## src/rtl/vib_sample_framer.sv

```systemverilog
// ---------------------------------------------------------------------------
// vib_sample_framer
//
// Upstream feeder for the UART driver stage. Sums 2^DECIM_LOG2 consecutive
// unsigned ADC samples into one word, tags the sum with its index inside
// the frame, and presents it on i_data with a one-cycle UART_send strobe.
// new_frame accompanies the strobe of every idx 0 word.
//
// Ports:
//   sys_clock    in   1      system clock, rising edge
//   reset        in   1      synchronous, active-high; clears all state
//   enable       in   1      capture arm (level)
//   adc_valid    in   1      adc_data valid this cycle
//   adc_data     in   ADC_W  unsigned sample
//   test_mode    in   1      (only with VIB_FRAMER_TEST_PATTERN_EN) ramp
//                            counter replaces the sum field
//   i_data       out  22     {idx, sum}
//   UART_send    out  1      one-cycle strobe: i_data holds a new word
//   new_frame    out  1      strobe coincident with UART_send on idx 0
//   busy         out  1      high in RUN or DRAIN
//   frame_count  out  8      completed frames, wraps 255 -> 0
//
// Optional feature macro: VIB_FRAMER_TEST_PATTERN_EN
// ---------------------------------------------------------------------------
module vib_sample_framer #(
    parameter int ADC_W      = 12,
    parameter int DECIM_LOG2 = 4,
    parameter int IDX_W      = 6,
    parameter int FRAME_LEN  = 64
) (
    input  logic             sys_clock,
    input  logic             reset,
    input  logic             enable,
    input  logic             adc_valid,
    input  logic [ADC_W-1:0] adc_data,
`ifdef VIB_FRAMER_TEST_PATTERN_EN
    input  logic             test_mode,
`endif
    output logic [21:0]      i_data,
    output logic             UART_send,
    output logic             new_frame,
    output logic             busy,
    output logic [7:0]       frame_count
);

    localparam int SUM_W  = ADC_W + DECIM_LOG2;
    localparam int WORD_W = 22;

    localparam logic [IDX_W-1:0]      LAST_IDX = IDX_W'(FRAME_LEN - 1);
    localparam logic [DECIM_LOG2-1:0] LAST_CNT = '1;

    localparam logic [1:0] ST_IDLE  = 2'd0;
    localparam logic [1:0] ST_RUN   = 2'd1;
    localparam logic [1:0] ST_DRAIN = 2'd2;

    // Parameter sanity: the word layout must fill exactly 22 bits.
    if (IDX_W + ADC_W + DECIM_LOG2 != WORD_W) begin : g_bad_word_width
        $error("vib_sample_framer: IDX_W + ADC_W + DECIM_LOG2 must equal 22");
    end
    if (FRAME_LEN < 1 || FRAME_LEN > (1 << IDX_W)) begin : g_bad_frame_len
        $error("vib_sample_framer: FRAME_LEN must be in 1..2^IDX_W");
    end
    if (DECIM_LOG2 < 1) begin : g_bad_decim
        $error("vib_sample_framer: DECIM_LOG2 must be at least 1");
    end

    function automatic logic [WORD_W-1:0] pack_word(input logic [IDX_W-1:0] idx,
                                                    input logic [SUM_W-1:0] field);
        return {idx, field};
    endfunction

    logic [1:0]            state_q, state_d;
    logic [SUM_W-1:0]      acc_q, acc_d;
    logic [DECIM_LOG2-1:0] cnt_q, cnt_d;
    logic [IDX_W-1:0]      idx_q, idx_d;
    logic [WORD_W-1:0]     data_q, data_d;
    logic                  send_q, send_d;
    logic                  nf_q, nf_d;
    logic [7:0]            fcnt_q, fcnt_d;

    logic                  accept;
    logic                  last_sample;
    logic                  last_word;
    logic [SUM_W-1:0]      sum_next;
    logic [SUM_W-1:0]      word_field;

    assign accept      = adc_valid && (state_q != ST_IDLE);
    assign last_sample = accept && (cnt_q == LAST_CNT);
    assign last_word   = last_sample && (idx_q == LAST_IDX);
    // Exact width: 2^DECIM_LOG2 samples of ADC_W bits cannot exceed SUM_W.
    assign sum_next    = acc_q + SUM_W'(adc_data);

`ifdef VIB_FRAMER_TEST_PATTERN_EN
    logic [SUM_W-1:0] ramp_q, ramp_d;

    always_comb begin
        ramp_d = ramp_q;
        if (state_q == ST_IDLE && enable) begin
            ramp_d = '0;
        end else if (last_sample) begin
            ramp_d = ramp_q + 1'b1;
        end
    end

    always_ff @(posedge sys_clock) begin
        if (reset) begin
            ramp_q <= '0;
        end else begin
            ramp_q <= ramp_d;
        end
    end

    assign word_field = test_mode ? ramp_q : sum_next;
`else
    assign word_field = sum_next;
`endif

    always_comb begin
        state_d = state_q;
        acc_d   = acc_q;
        cnt_d   = cnt_q;
        idx_d   = idx_q;
        data_d  = data_q;
        send_d  = 1'b0;
        nf_d    = 1'b0;
        fcnt_d  = fcnt_q;

        case (state_q)
            ST_IDLE: begin
                if (enable) begin
                    state_d = ST_RUN;
                    acc_d   = '0;
                    cnt_d   = '0;
                    idx_d   = '0;
                end
            end
            ST_RUN: begin
                if (!enable) begin
                    // With nothing accumulated at a frame boundary there is
                    // no frame in progress, so drop straight back to idle.
                    if (last_word || (!accept && idx_q == '0 && cnt_q == '0)) begin
                        state_d = ST_IDLE;
                    end else begin
                        state_d = ST_DRAIN;
                    end
                end
            end
            ST_DRAIN: begin
                if (enable) begin
                    state_d = ST_RUN;
                end else if (last_word) begin
                    state_d = ST_IDLE;
                end
            end
            default: begin
                state_d = ST_IDLE;
            end
        endcase

        if (accept) begin
            if (last_sample) begin
                // Word complete: emit and restart the accumulator on the
                // same edge so the very next sample is not lost.
                data_d = pack_word(idx_q, word_field);
                send_d = 1'b1;
                nf_d   = (idx_q == '0);
                acc_d  = '0;
                cnt_d  = '0;
                if (idx_q == LAST_IDX) begin
                    idx_d  = '0;
                    fcnt_d = fcnt_q + 8'd1;
                end else begin
                    idx_d = idx_q + 1'b1;
                end
            end else begin
                acc_d = sum_next;
                cnt_d = cnt_q + 1'b1;
            end
        end
    end

    always_ff @(posedge sys_clock) begin
        if (reset) begin
            state_q <= ST_IDLE;
            acc_q   <= '0;
            cnt_q   <= '0;
            idx_q   <= '0;
            data_q  <= '0;
            send_q  <= 1'b0;
            nf_q    <= 1'b0;
            fcnt_q  <= '0;
        end else begin
            state_q <= state_d;
            acc_q   <= acc_d;
            cnt_q   <= cnt_d;
            idx_q   <= idx_d;
            data_q  <= data_d;
            send_q  <= send_d;
            nf_q    <= nf_d;
            fcnt_q  <= fcnt_d;
        end
    end

    assign i_data      = data_q;
    assign UART_send   = send_q;
    assign new_frame   = nf_q;
    assign busy        = (state_q != ST_IDLE);
    assign frame_count = fcnt_q;

endmodule

```

## config.mk

```make
export PLATFORM = sky130hd
export DESIGN_NAME = vib_sample_framer
export DESIGN_NICKNAME = d
export VERILOG_FILES = /design/src/rtl/vib_sample_framer.sv
export SDC_FILE = /design/constraint.sdc
export NUM_CORES = 1
export LEC_CHECK = 0
export BUFFER_PORTS_ARGS = -buffer_cell sky130_fd_sc_hd__buf_4
export CORE_ASPECT_RATIO = 1.75
export CORE_MARGIN = 2
export CORE_UTILIZATION = 40
export CTS_BUF_LIST = sky130_fd_sc_hd__clkbuf_8
export DETAILED_ROUTE_END_ITERATION = 7
export GPL_ROUTABILITY_DRIVEN = 1
export PLACE_DENSITY = 0.65
export SETUP_SLACK_MARGIN = 0.5
export SLEW_MARGIN = 0
export SYNTH_ARGS = -nofsm -noshare
export SYNTH_HDL_FRONTEND = slang
export SYNTH_SLANG_ARGS = --single-unit
```

## constraint.sdc

```tcl
create_clock -name sys_clock -period 2.4 [get_ports sys_clock]
set_clock_uncertainty 0.15 [all_clocks]
set_input_delay 0.6 -clock sys_clock [delete_from_list [all_inputs] [get_ports sys_clock]]
set_output_delay 0.6 -clock sys_clock [all_outputs]
set_load 0.01 [all_outputs]
```

# Word level (Yosys, flattened, before mapping)
# Cells that the tools add are included.
totals:
  latch_bits: 0
  mem_bits_ro: 0
  out_inout_bits: 33
  input_bits: 16
  ramBits: 0
  mem_count: 0
  ff_bits: 60
  elab_cells: 60
op_classes:
  n_bitwise: 2
  n_mux: 20
  div: 0
  n_eq_ne: 7
  add_sub_neg: 4
  n_reduce_logical: 19
  mul: 0
  shift: 0
  magnitude_cmp: 0
op_table:
  columns: ["operator", "n"]
  rows:
  - ["two-way mux 16 bit", 4]
  - ["two-way mux 6 bit", 5]
  - ["adder 16 x 12 -> 16 bit", 1]
  - ["two-way mux 4 bit", 4]
  - ["two-way mux 2 bit", 5]
  - ["adder 8 x 1 -> 8 bit (second input constant)", 1]
  - ["adder 6 x 1 -> 6 bit (second input constant)", 1]
  - ["equality test 6 bit (second input constant)", 1]
  - ["logical NOT 6 bit", 1]
  - ["case mux 2 bit (3 select lines)", 1]
  - ["AND reduction 3 bit", 2]
  - ["nonzero test 2 bit", 3]
  - ["logical AND 1 bit", 5]
  - ["adder 4 x 1 -> 4 bit (second input constant)", 1]
  - ["equality test 4 bit (second input constant)", 1]
  - ["logical NOT 4 bit", 1]
  - ["!= test 2 bit (second input constant)", 2]
  - ["AND reduction 2 bit", 2]
  - ["!= test 3 bit (second input constant)", 1]
  - ["OR reduction 3 bit", 1]
  - ["equality test 2 x 1 -> 1 bit (second input constant)", 1]
  - ["equality test 2 bit (second input constant)", 1]
  - ["logical NOT 2 bit", 1]
  - ["inverter 1 bit", 2]
  - ["other kinds (4)", 4]

# Depth between registers and ports, before layout
logic_depth:
  depth_word: 9
  ltp_mapped: 7
  ltp_nobuf: 7

# Worst setup path after synthesis
# OpenSTA, ideal clock, no wires.
synth_timing:
  path_kind: "input-to-reg"
  from: "input port adc_data[0]"
  to: "register acc_q[8]"
  path_buffers: 0
  slack_ns: -0.177
  arrival_time_ns: 2.331
  path_stages: 7
  path_cell_list: "ha_1 > fa_1 > a21o_1 > a311oi_2 > nor2_1 > o31a_1 > o311ai_1"
synth_between:
  elab_chain_cells: 3
synth_rtl:
  columns: ["item", "line", "text"]
  rows:
  - ["start, declared", "35", "input logic [ADC_W-1:0] adc_data,"]
  - ["adder 16 x 12 -> 16 bit", "91", "assign sum_next = acc_q + SUM_W'(adc_data);"]
  - ["two-way mux 16 bit", "161", "if (last_sample) begin"]
  - ["two-way mux 16 bit", "160", "if (accept) begin"]
  - ["end signal, assigned", "185", "acc_q <= '0;"]
  - ["end signal, assigned", "194", "acc_q <= acc_d;"]
  - ["end, declared", "73", "logic [SUM_W-1:0] acc_q, acc_d;"]
# No other way between the ends.
# A chain may end at the register's enable or synchronous reset.

# Final worst setup path
layout_timing:
  from: "register acc_q[0]"
  to: "register acc_q[8]"
layout_between:
  elab_chain_cells: 3
layout_rtl:
  columns: ["item", "line"]
  rows:
  - ["adder 16 x 12 -> 16 bit", "91"]
  - ["two-way mux 16 bit", "161"]
  - ["two-way mux 16 bit", "160"]
# No other way between the ends.

==> impl_metrics.env <==
export IMPL_r2r_slack_ns=0.15
export IMPL_hold_violations=0
export IMPL_io_buffers=48
export IMPL_path_cells="ha_4 > fa_2 > a21o_1 > a311oi_4 > nor2_2 > o31a_1 > o311ai_1"
export IMPL_drt_initial_drc_count=137
export IMPL_dr_pass1_iters=4
export IMPL_drv_slew=0
export IMPL_synth_seq_area_share_pct=37.3
export IMPL_die_w_um=71.8
export IMPL_die_h_um=123
export IMPL_rsz0062_at_grt="true"
export IMPL_slew_headroom_pct=59.9
export IMPL_placed_cell_area_um2=3950
export IMPL_leakage_nw=1.77
export IMPL_grt_pass1_vias=2985
export IMPL_min_period_ns=2.25
export IMPL_holdWs_ns=0.274
export IMPL_viasPerCell=5.65
export IMPL_io_pins=49
export IMPL_min_from="enable"
export IMPL_hp_class="in -> reg"
export IMPL_worst_r2r_endpoint="acc_q[8]"
export IMPL_vias=3170
export IMPL_worst_setup_path_start_kind="flip-flop"
export IMPL_synth_nets=416
export IMPL_holdBufCountCts=0
export IMPL_cp_top_family="compound AO/OA/AOI/OAI gates"
export IMPL_synthDistinctLibCells=63
export IMPL_core_um2=7860
export IMPL_clockBufferDepth=2
export IMPL_dp_hpwl_mm=6.10
export IMPL_finalSetupTns_ns=0
export IMPL_worstSetupPathType="reg -> reg"
export IMPL_avgSynthCellArea_um2=8.43
export IMPL_routed_wl_mm=8.48
export IMPL_period_share_pct=93.6
export IMPL_cts_sinks=60
export IMPL_syn_area_um2=3220
export IMPL_yosysWarnings=0
export IMPL_path_clk_slew_ns=0.07
export IMPL_cp_required_ns=2.50
export IMPL_synth_top_cell_by_area="dfxtp_1"
export IMPL_synthTopCellsByArea="dfxtp_1 37%, ha_1 6.6%, nand2_1 5.9%, a21oi_1 5.3%, nor2_1 3.8%"
export IMPL_cp_max_fo=4
export IMPL_r2r_cells=7
export IMPL_syn2layout_area_growth_pct=37.4
export IMPL_powerDensity_nw_per_um2=487
export IMPL_ys_ff_latch=60
export IMPL_h_tree_depth=3
export IMPL_grt_max_degree=36
export IMPL_synthFlopType="dfxtp_1"
export IMPL_synth_most_common_cell="dfxtp_1"
export IMPL_max_vdd_ir_drop_v=0.000295
export IMPL_min_path_cells=2
export IMPL_r2r_start="acc_q[0]"
export IMPL_worstHoldEndpoint="state_q[1]"
export IMPL_track_usage_pct=19.6
export IMPL_synth_edf_count=0
export IMPL_crit_buf_inv=0
export IMPL_drtAntennaViolNets=0
export IMPL_crit_arrival_ns=2.35
export IMPL_row_count=43
export IMPL_routabilityCongestion=0.817
export IMPL_antenna_cells=0
export IMPL_worstSkewPairLatency_ns=0.35
export IMPL_status="complete, no violations"
export IMPL_critPathMaxStageDelay_ns=0.34
export IMPL_dp_cells=535
export IMPL_layout_drive_gt1_share_pct=35.7
export IMPL_fmax_mhz=445
export IMPL_drc=0
export IMPL_maxCapViolCount=0
export IMPL_dieArea_um2=8820
export IMPL_yosys_area_top_type_share_pct=37.3
export IMPL_cts_made_buffers=9
export IMPL_cts_tree="yes"
export IMPL_initial_core_util_pct=41.0
export IMPL_fin_cells=561
export IMPL_async_flop_share_pct=0
export IMPL_endpoint_kind="flip-flop"
export IMPL_overflow=0
export IMPL_final_area_um2=4430
export IMPL_syn_inst=382
export IMPL_netlist_top_cells_count="60 x dfxtp_1, 51 x nand2_1, 34 x a21oi_1, 33 x nor2_1, 17 x ha_1"
export IMPL_final_nets=500
export IMPL_root_buffer="clkbuf_8"
export IMPL_tightest_slew_ns=0.595
export IMPL_antenna_found_initial=0
export IMPL_finalSetupViolCount=0
export IMPL_slowest_stage="dfxtp_2"
export IMPL_wl_per_cell_um=15.1
export IMPL_grt_pass1_wl_mm=13.6
-- sequential cells by signal, summed over array words and instances, names as in the netlist --
register     count
cnt_q            4
state_q          2
frame_count      8
idx_q            6
acc_q           16
new_frame        1
UART_send        1
i_data          22
-- per-layer routing --
metal  up-vias  share of wire (%)  track usage, %
met5         -                  0               0
met4         0                2.0            10.0
met3        14                3.8            3.53
met2        58                 53            34.4
met1      1526                 41            22.4
li1       1572                  -               -
-- cell type report --
cell class | instances | area (um^2)
inverter | 8 | 30.0
multi-input combinational | 294 | 2150
fill | 718 | 3430
tap | 90 | 113
clock buffer | 10 | 138
clock inverter | 6 | 38.8
timing repair buffer | 93 | 741
sequential | 60 | 1220
-- logic make-up after synthesis --
family / share of synthesized area, %
xor+xnor: 3.53
mux: 0.311
buf+inv: 3.73
fa+ha+maj: 7.22
flops: 37.3
simple gates: 24.3
compound gates: 23.6
-- cell usage in the layout, fill, tap and decap left out, drive strengths merged, types with 3 or more instances in the layout --
master,count
nand3,11
nor4,4
clkbuf,10
ha,17
o211ai,6
dfxtp,60
o21ai,14
nand3b,6
a31oi,3
nand2,51
a21oi,36
a211oi,5
nand4,5
and4,3
or2,3
a21o,4
o311ai,4
inv,9
or3,8
a22oi,8
xor2,6
and3,6
nor2,33
nor4b,3
a311oi,8
nand2b,4
clkinv,3
buf,93
nor3,10
xnor2,7
-- through the flow --
stage,setup WS (ns),util (%),power (mW)
floorplan,-0.0784,-,1.21
global placement,-0.342,50.2,1.32
detailed placement,-0.465,50.2,1.32
CTS,0.170,54.4,2.16
global route,0.0643,56.3,2.24
finish,0.152,56.3,2.15
-- how the worst max path moves through the flow --
stage,startpoint,end,slack [ns],depth (start not counted)
finish,acc_q[0],acc_q[8],0.15,7
detailed placement,adc_data[0],i_data[8],-0.46,8
global route,acc_q[0],i_data[8],0.06,7
floorplan,adc_data[0],acc_q[8],-0.08,7
global placement,adc_data[0],i_data[8],-0.34,8
CTS,acc_q[0],i_data[8],0.17,7
-- report_power, final --
| part | leakage [nW] | internal, mW | switching, mW |
|---|---|---|---|
| sequential | 0.488 | 1.00 | 0.00875 |
| clock | 0.0885 | 0.399 | 0.417 |
| combinational | 1.19 | 0.152 | 0.174 |
-- what timing repair did --
item,4_1_cts,5_1_grt
resized for setup,29,29
buffers inserted,7,3
pin swaps,25,24
setup endpoints to repair,27,30
No activity file was read; power rests on OpenSTA's default activity.
